[src/rtl/counter_v7_bcd_if.sv]
// Control and status bundle for the BCD counter.
// The counter takes the slave modport; a driver or bench takes the master modport.
interface counter_v7_bcd_if #(
  parameter int unsigned DIGITS = 2
) ();
  logic                  en;
  logic                  up;
  logic                  load;
  logic [4*DIGITS-1:0]   load_val;
  logic [4*DIGITS-1:0]   count;
  logic [DIGITS-1:0]     digit_tick;
  logic                  tc;

  modport master (
    output en,
    output up,
    output load,
    output load_val,
    input  count,
    input  digit_tick,
    input  tc
  );

  modport slave (
    input  en,
    input  up,
    input  load,
    input  load_val,
    output count,
    output digit_tick,
    output tc
  );
endinterface

[src/rtl/counter_v7_bcd.sv]
// N-digit synchronous BCD up/down counter with parallel load and per-digit wrap pulses.
// Every digit shares one clock; carries are decoded combinationally, never rippled as clocks.
module counter_v7_bcd #(
  parameter int unsigned DIGITS = 2
) (
  input  logic             i_clk,
  input  logic             i_rst_n,
  counter_v7_bcd_if.slave  io_bus
);

  localparam int unsigned W = 4 * DIGITS;

  logic [W-1:0]      r_count;
  logic [W-1:0]      w_count_d;
  logic [DIGITS-1:0] r_tick;
  logic [DIGITS-1:0] w_tick_d;
  logic [DIGITS-1:0] w_at9;
  logic [DIGITS-1:0] w_at0;
  logic [DIGITS-1:0] w_step;

  // A digit steps only when every lower digit sits at its wrap value for the current direction.
  for (genvar g = 0; g < DIGITS; g++) begin : g_digit
    assign w_at9[g] = (r_count[4*g +: 4] == 4'd9);
    assign w_at0[g] = (r_count[4*g +: 4] == 4'd0);
    if (g == 0) begin : g_lsd
      assign w_step[g] = 1'b1;
    end else begin : g_upper
      assign w_step[g] = io_bus.up ? (&w_at9[g-1:0]) : (&w_at0[g-1:0]);
    end
  end

  always_comb begin
    w_count_d = r_count;
    w_tick_d  = '0;
    if (io_bus.load) begin
      for (int i = 0; i < DIGITS; i++) begin
        // Out-of-range load digits saturate so no non-BCD value is ever held.
        w_count_d[4*i +: 4] = (io_bus.load_val[4*i +: 4] > 4'd9) ? 4'd9
                                                                  : io_bus.load_val[4*i +: 4];
      end
    end else if (io_bus.en) begin
      for (int i = 0; i < DIGITS; i++) begin
        if (w_step[i]) begin
          if (io_bus.up) begin
            if (w_at9[i]) begin
              w_count_d[4*i +: 4] = 4'd0;
              w_tick_d[i]         = 1'b1;
            end else begin
              w_count_d[4*i +: 4] = r_count[4*i +: 4] + 4'd1;
            end
          end else begin
            if (w_at0[i]) begin
              w_count_d[4*i +: 4] = 4'd9;
              w_tick_d[i]         = 1'b1;
            end else begin
              w_count_d[4*i +: 4] = r_count[4*i +: 4] - 4'd1;
            end
          end
        end
      end
    end
  end

  always_ff @(posedge i_clk or negedge i_rst_n) begin
    if (!i_rst_n) begin
      r_count <= '0;
      r_tick  <= '0;
    end else begin
      r_count <= w_count_d;
      r_tick  <= w_tick_d;
    end
  end

  assign io_bus.count      = r_count;
  assign io_bus.digit_tick = r_tick;
  assign io_bus.tc         = io_bus.en & ~io_bus.load & (io_bus.up ? (&w_at9) : (&w_at0));

endmodule

[src/flat_wrapper.sv]
// flat-port wrapper written by rule: the top's interface ports become plain ports
module counter_v7_bcd_flat 
#(
  parameter int unsigned DIGITS = 2
)
  (i_clk, i_rst_n, io_bus_en, io_bus_up, io_bus_load, io_bus_load_val, io_bus_count, io_bus_digit_tick, io_bus_tc);
  counter_v7_bcd_if #(.DIGITS(DIGITS)) io_bus_i ();
  input  logic i_clk;
  input  logic i_rst_n;
  input wire logic [$bits(io_bus_i.en)-1:0] io_bus_en;
  input wire logic [$bits(io_bus_i.up)-1:0] io_bus_up;
  input wire logic [$bits(io_bus_i.load)-1:0] io_bus_load;
  input wire logic [$bits(io_bus_i.load_val)-1:0] io_bus_load_val;
  output wire logic [$bits(io_bus_i.count)-1:0] io_bus_count;
  output wire logic [$bits(io_bus_i.digit_tick)-1:0] io_bus_digit_tick;
  output wire logic [$bits(io_bus_i.tc)-1:0] io_bus_tc;
  assign io_bus_i.en = io_bus_en;
  assign io_bus_i.up = io_bus_up;
  assign io_bus_i.load = io_bus_load;
  assign io_bus_i.load_val = io_bus_load_val;
  assign io_bus_count = io_bus_i.count;
  assign io_bus_digit_tick = io_bus_i.digit_tick;
  assign io_bus_tc = io_bus_i.tc;
  counter_v7_bcd #(.DIGITS(DIGITS)) u_core (.i_clk(i_clk), .i_rst_n(i_rst_n), .io_bus(io_bus_i));
endmodule
[config.mk]
export PLATFORM = sky130hd
export DESIGN_NAME = counter_v7_bcd_flat
export DESIGN_NICKNAME = d
export VERILOG_FILES = /design/src/rtl/counter_v7_bcd_if.sv /design/src/rtl/counter_v7_bcd.sv /design/src/flat_wrapper.sv
export SDC_FILE = /design/constraint.sdc
export NUM_CORES = 1
export LEC_CHECK = 0
export BUFFER_PORTS_ARGS = -buffer_cell sky130_fd_sc_hd__buf_2
export CAP_MARGIN = 5
export CORE_UTILIZATION = 45
export DETAILED_ROUTE_END_ITERATION = 8
export PLACE_DENSITY = 0.7
export SLEW_MARGIN = 20
export SYNTH_ARGS = -nofsm -noshare
export SYNTH_HDL_FRONTEND = slang
export SYNTH_SLANG_ARGS = --single-unit
[constraint.sdc]
create_clock -name i_clk -period 3.85 [get_ports i_clk]
set_input_delay 0 -clock i_clk [delete_from_list [all_inputs] [get_ports i_clk]]
set_output_delay 0 -clock i_clk [all_outputs]
set_load 0.005 [all_outputs]
Yosys cells after proc, flatten, opt, wreduce, memory -nomap -nowiden
Index checks and enable logic that the tools add are counted.

Bitwise gates (word level): 3. Equality and inequality tests: 2. Magnitude comparators: 2. Reduce and logical (&&, ||, !) cells: 7. Add/sub/neg operators: 4. Mux-type cells: 22.

Operators by type and width (count): two-way mux 4 bit (9); two-way mux 8 bit (2); two-way mux 1 bit (9); adder 4 x 1 -> 4 bit, second input constant (2); equality test 4 bit, second input constant (2); > comparator 4 bit, second input constant (2); zero test 4 bit (2); subtractor 4 x 1 -> 4 bit, second input constant (2); AND reduction 2 bit (3); two-way mux 2 bit (2); nonzero test 2 bit (2); bitwise AND 1 bit (2); NOT 1 bit (1).

Output and inout bits: 11. Input bits: 13. Register bits after elaboration: 10. Logic and storage cells: 43.

Logic depth before layout (Yosys ltp)
Word-level depth: 6. Depth in mapped cells: 6. Mapped depth without buffers: 4.

Worst setup path after synthesis
OpenSTA, ideal clock, no wires.

Path kind: register to register. From: register u_core.r_count[0] (netlist: u_core.io_bus.count[0]). To: register u_core.r_count[7] (netlist: u_core.io_bus.count[7]). Period minus slack after synthesis: 1397 ps. Buffers on the path: 1. Arrival: 1264 ps. Library setup time: 133 ps. Cell stages (with the launch flop): 6. Data required time: 3717 ps. Path slack: 2453 ps. Cell sequence: dfrtp_1 > buf_6 > nor3_2 > o211ai_4 > a2111oi_1 > o31ai_1.

Cells in the longest elaborated chain, start to end: 4. Elaborated cells between the ends (all ways): 5. Those cells by class: eq/ne: 1; mux: 1; reduce/logical: 3.

Ends and longest elaborated chain: start, declared (line counter_v7_bcd.sv:13) `logic [W-1:0] r_count;`; start signal, assigned (line counter_v7_bcd.sv:69) `r_count <= w_count_d;`; equality test 4 bit or zero test 4 bit (tied branches) (line counter_v7_bcd.sv:23, counter_v7_bcd.sv:24); two-way mux 1 bit * (line counter_v7_bcd.sv:28) `assign w_step[g] = io_bus.up ? (&w_at9[g-1:0]) : (&w_at0[g-1:0]);`; nonzero test 2 bit (no source line) *; AND reduction 2 bit (no source line) *.

Every way passes the cells marked *; elsewhere a longest branch is shown, timed or not. A chain may end at the register's enable or synchronous reset.

Final worst setup path
From: register u_core.r_count[0] (netlist: u_core.io_bus.count[0]). To: output io_bus_tc.

Cells in the longest elaborated chain, start to end: 4. Elaborated cells between the ends (all ways): 6. Those cells by class: eq/ne: 1; mux: 1; bitwise: 1; reduce/logical: 3.

Ends and longest elaborated chain: equality test 4 bit or zero test 4 bit (tied branches) (line counter_v7_bcd.sv:23, counter_v7_bcd.sv:24); AND reduction 2 bit (line counter_v7_bcd.sv:76) `assign io_bus.tc = io_bus.en & ~io_bus.load & (io_bus.up ? (&w_at9) : (&w_at0));`; two-way mux 1 bit * (line counter_v7_bcd.sv:76); bitwise AND 1 bit * (line counter_v7_bcd.sv:76); end, declared (line flat_wrapper.sv:16) `output wire logic [$bits(io_bus_i.tc)-1:0] io_bus_tc;`.

Marks and branches as above.

==> impl_results.html <==
<table>
<tr><th>Metric</th><th>Value</th></tr>
<tr><th colspan="2">Run status</th></tr>
<tr><td>Run status</td><td>completed</td></tr>
<tr><th colspan="2">Timing</th></tr>
<tr><td>Hold Vio Cnt, Final</td><td>0</td></tr>
<tr><td>Total Neg Setup Slack</td><td>0 ns</td></tr>
<tr><td>Transition at the pin with the smallest max-transition slack</td><td>0.4002 ns</td></tr>
<tr><td>Highest achievable clock rate</td><td>0.6003 GHz</td></tr>
<tr><td>Post-route worst setup slack</td><td>2.184 ns</td></tr>
<tr><td>RSZ-0062 raised after global routing</td><td>no</td></tr>
<tr><td>Post-route fraction of the period consumed by the critical path</td><td>43.27%</td></tr>
<tr><td>Layout Skew</td><td>0.005641 ns</td></tr>
<tr><td>Pins Over Slew Limit</td><td>0</td></tr>
<tr><td>Min Clock Period, post-route</td><td>1.666 ns</td></tr>
<tr><td>Headroom to the max-slew limit</td><td>73.32%</td></tr>
<tr><td>Final setup violation count</td><td>0</td></tr>
<tr><th colspan="2">Worst setup path</th></tr>
<tr><td>Category of the worst setup path capture point</td><td>primary output</td></tr>
<tr><td>Critical register-to-register path startpoint</td><td>u_core.io_bus.count[0]</td></tr>
<tr><td>Data arrival time of the critical path</td><td>1.67 ns</td></tr>
<tr><td>Worst Setup Start Kind</td><td>flip-flop</td></tr>
<tr><td>Sum of buffers and inverters on the critical path</td><td>1</td></tr>
<tr><td>Delay of the slowest critical-path stage</td><td>0.55 ns</td></tr>
<tr><td>First element of the critical path</td><td>u_core.io_bus.count[0]</td></tr>
<tr><td>Worst-path fanout max</td><td>12</td></tr>
<tr><td>Slowest cell on the critical path</td><td>dfrtp_1</td></tr>
<tr><td>Crit Path Class</td><td>reg -&gt; out</td></tr>
<tr><td>CP top delay family</td><td>flip-flops</td></tr>
<tr><td>Critical-path cell list</td><td>and3_4 -&gt; o211ai_4 -&gt; nor2_2 -&gt; o2111a_1 -&gt; buf_2</td></tr>
<tr><td>WP data required</td><td>3.85 ns</td></tr>
<tr><th colspan="2">Floorplanning</th></tr>
<tr><td>Number of placed I/O pins</td><td>24</td></tr>
<tr><td>Die outline area</td><td>2202 µm²</td></tr>
<tr><td>Die Height</td><td>46.93 µm</td></tr>
<tr><td>Initial core utilization</td><td>50.42%</td></tr>
<tr><td>Area of the core</td><td>1802 µm²</td></tr>
<tr><td>Horiz. Die Dim</td><td>46.93 µm</td></tr>
<tr><td>FP Rows</td><td>15</td></tr>
<tr><th colspan="2">Cells and area</th></tr>
<tr><td># fillers</td><td>170</td></tr>
<tr><td>Commonest cells after routing, fill and taps aside</td><td>buf_2, dfrtp_1, nor2_1, nand2_1, dlygate4sd3_1</td></tr>
<tr><td>Fin nets</td><td>138</td></tr>
<tr><td>Fraction of layout cells with a size suffix above 1</td><td>28.23%</td></tr>
<tr><td>Synth-to-Final Area Change</td><td>17.08%</td></tr>
<tr><td>Antenna diode instance count</td><td>0</td></tr>
<tr><td>Commonest non-fill, non-tap cell in the layout</td><td>buf_2</td></tr>
<tr><th colspan="2">Worst hold path</th></tr>
<tr><td>Hold Crit Class</td><td>in -&gt; reg</td></tr>
<tr><td>Launch point of the worst hold path</td><td>io_bus_load_val[7]</td></tr>
<tr><th colspan="2">Synth</th></tr>
<tr><td>Main flop type after synthesis</td><td>dfrtp_1</td></tr>
<tr><td>Synth Warn #</td><td>0</td></tr>
<tr><td>Proportion of netlist area held by the largest area contributor</td><td>27.55%</td></tr>
<tr><td>Library cells used by synthesis</td><td>48</td></tr>
<tr><td>EDFF count, synth</td><td>0</td></tr>
<tr><td>Net Count, Synth</td><td>116</td></tr>
<tr><td>Fraction of the yosys area taken by sequential cells</td><td>27.55%</td></tr>
<tr><td>Flops &amp; latches, synth</td><td>10</td></tr>
<tr><td>Async set or reset register ratio after synthesis</td><td>100.0%</td></tr>
<tr><td>Synthesized netlist cell count</td><td>103</td></tr>
<tr><td>Main area contributors after synthesis</td><td>dfrtp_1, buf_6, xnor2_1</td></tr>
<tr><td>Cell taking the most area after synthesis</td><td>dfrtp_1</td></tr>
<tr><td>Cell area after synthesis</td><td>908.4 µm²</td></tr>
<tr><td>Synthesized area divided by synthesized cell count</td><td>8.819 µm²</td></tr>
<tr><th colspan="2">Placement</th></tr>
<tr><td>Pre-CTS WS</td><td>2.349 ns</td></tr>
<tr><td>PortBufs</td><td>23</td></tr>
<tr><td>Placer Congestion</td><td>0.8492</td></tr>
<tr><td>HPWL after detailed placement</td><td>1241 µm</td></tr>
<tr><th colspan="2">Routing</th></tr>
<tr><td>Mean number of vias per cell</td><td>5.523</td></tr>
<tr><td>Vias</td><td>823</td></tr>
<tr><td>ANT nets after route</td><td>0</td></tr>
<tr><td>First-pass iteration count of the detailed router</td><td>4</td></tr>
<tr><td>DRC violation total after the first TritonRoute iteration</td><td>16</td></tr>
<tr><td>Total met2 wirelength after detailed routing</td><td>736 µm</td></tr>
<tr><td>Wire length on met1</td><td>908 µm</td></tr>
<tr><td>DRC Markers</td><td>0</td></tr>
<tr><td>Total routed wirelength</td><td>1737 µm</td></tr>
<tr><td>Routed wire length per instance</td><td>11.66 µm</td></tr>
<tr><td>Uppermost signal routing layer after detailed routing</td><td>met4</td></tr>
<tr><td>Met3 WL</td><td>79 µm</td></tr>
<tr><th colspan="2">Clocking</th></tr>
<tr><td>H-tree depth reported by CTS</td><td>1</td></tr>
<tr><td>Register clock-pin slew on the reported worst setup and hold paths</td><td>0.06 ns</td></tr>
<tr><td>Clock tree root driver cell</td><td>clkbuf_4</td></tr>
<tr><td>Clk Latency, worst-skew pair</td><td>0.26 ns</td></tr>
<tr><td>Post-CTS setup buffers</td><td>0</td></tr>
<tr><td>Number of buffers between clock root and the deepest sink</td><td>2</td></tr>
<tr><td>Clock sink count</td><td>10</td></tr>
<tr><td>TritonCTS clock tree</td><td>built</td></tr>
<tr><td>Total clock buffers created by CTS</td><td>3</td></tr>
<tr><th colspan="2">Pwr</th></tr>
<tr><td>Leakage Power</td><td>0.4528 nW</td></tr>
<tr><td>Power, Total</td><td>332.7 µW</td></tr>
<tr><td>Power density cells</td><td>312.9 nW/µm²</td></tr>
<tr><td>Worst vdd rail ir drop</td><td>276.8 µV</td></tr>
<tr><th colspan="2">Global route</th></tr>
<tr><td>GR Overflow Total</td><td>0</td></tr>
<tr><td>Pin count of the biggest net entering global routing</td><td>24</td></tr>
<tr><td>Number of antenna violations at the first check in global routing</td><td>0</td></tr>
<tr><td>Via count of the first global-routing pass</td><td>630</td></tr>
<tr><td>Global router's overall resource usage</td><td>17.42%</td></tr>
<tr><td>Wire length of the first global-routing pass</td><td>2718 µm</td></tr>
<tr><th colspan="2">Flow run</th></tr>
<tr><td>Max-cap violation count</td><td>0</td></tr>
</table>
## flip-flops by register name, indices dropped and copies added, names as in the netlist
signal,flops
u_core.io_bus.digit_tick,2
u_core.io_bus.count,8
## worst min-delay path: stages
cell	delay, ns
buf_2	0.11
nand2_1	0.06
o31ai_1	0.06
## routing by layer
| metal | up-vias | track usage, % |
|---|---|---|
| li1 | 425 | - |
| met1 | 368 | 25.12 |
| met2 | 28 | 25.56 |
| met3 | 2 | 5.769 |
| met4 | 0 | 3.429 |
| met5 | - | 0 |
## final cells by class
| class | count | area (µm²) | share of cell area, % |
|---|---|---|---|
| inverters | 1 | 3.754 | 0.3529 |
| multi-input cells | 80 | 566.8 | 53.29 |
| repair buffers | 29 | 175.2 | 16.47 |
| flip-flops and latches | 10 | 250.2 | 23.53 |
| well taps | 25 | 31.28 | 2.941 |
| clock buffers | 4 | 36.28 | 3.412 |
## path summary, 6_finish.rpt
kind,endpoint,slack [ns],cells after the start
max reg2reg,u_core.io_bus.count[7],2.34,4
min,u_core.io_bus.count[7],0.01,3
max in group asynchronous,u_core.io_bus.digit_tick[1],3.54,2
min in group asynchronous,u_core.io_bus.count[0],0.12,2
max,io_bus_tc,2.18,5
min reg2reg,u_core.io_bus.count[7],0.71,2
## synth_stat cells (3+ instances only)
cell and instances:
o21ai_1 3, o21ai_0 4, nand2_1 7, buf_2 4, xnor2_1 4, nor2b_1 4
nand3b_1 3, nor2_1 7, dfrtp_1 10, nand2b_1 3, buf_6 4, a21oi_1 3
nand3_1 3
## logic make-up (layout without fill, tap and decap cells)
group / count (synthesis) / count (layout) / synth area share (%)
buffers and inverters: 13 / 34 / 10.06
AOI/OAI and AO/OA: 35 / 35 / 31.68
xor gates and xnor gates: 5 / 5 / 4.821
and+or+nand+nor: 40 / 40 / 25.90
DFF: 10 / 10 / 27.55
## metrics by stage
step / cells / hold WS, ns / util [%] / area (µm²)
finish: 149 / 0.01173 / 59.03 / 1064
global route: 149 / 0.004136 / 59.03 / 1064
CTS: 149 / 0.0002447 / 59.03 / 1064
detailed placement: 139 / -0.1332 / 53.68 / 967.2
global placement: 139 / -0.1286 / 53.68 / 967.2
floorplan: 103 / -0.2956 / - / 908.4
## report_power, final
group          internal [mW]  switching (mW)  leakage, nW
logic                 0.0526          0.0450        0.306
clock network         0.0572          0.0319       0.0210
registers              0.115          0.0310        0.125
## what timing repair did
item,CTS,global route
endpoints found under the hold margin,15,0
hold buffers,6,0
resized for setup,0,0
(Power assumes the default switching activity.)
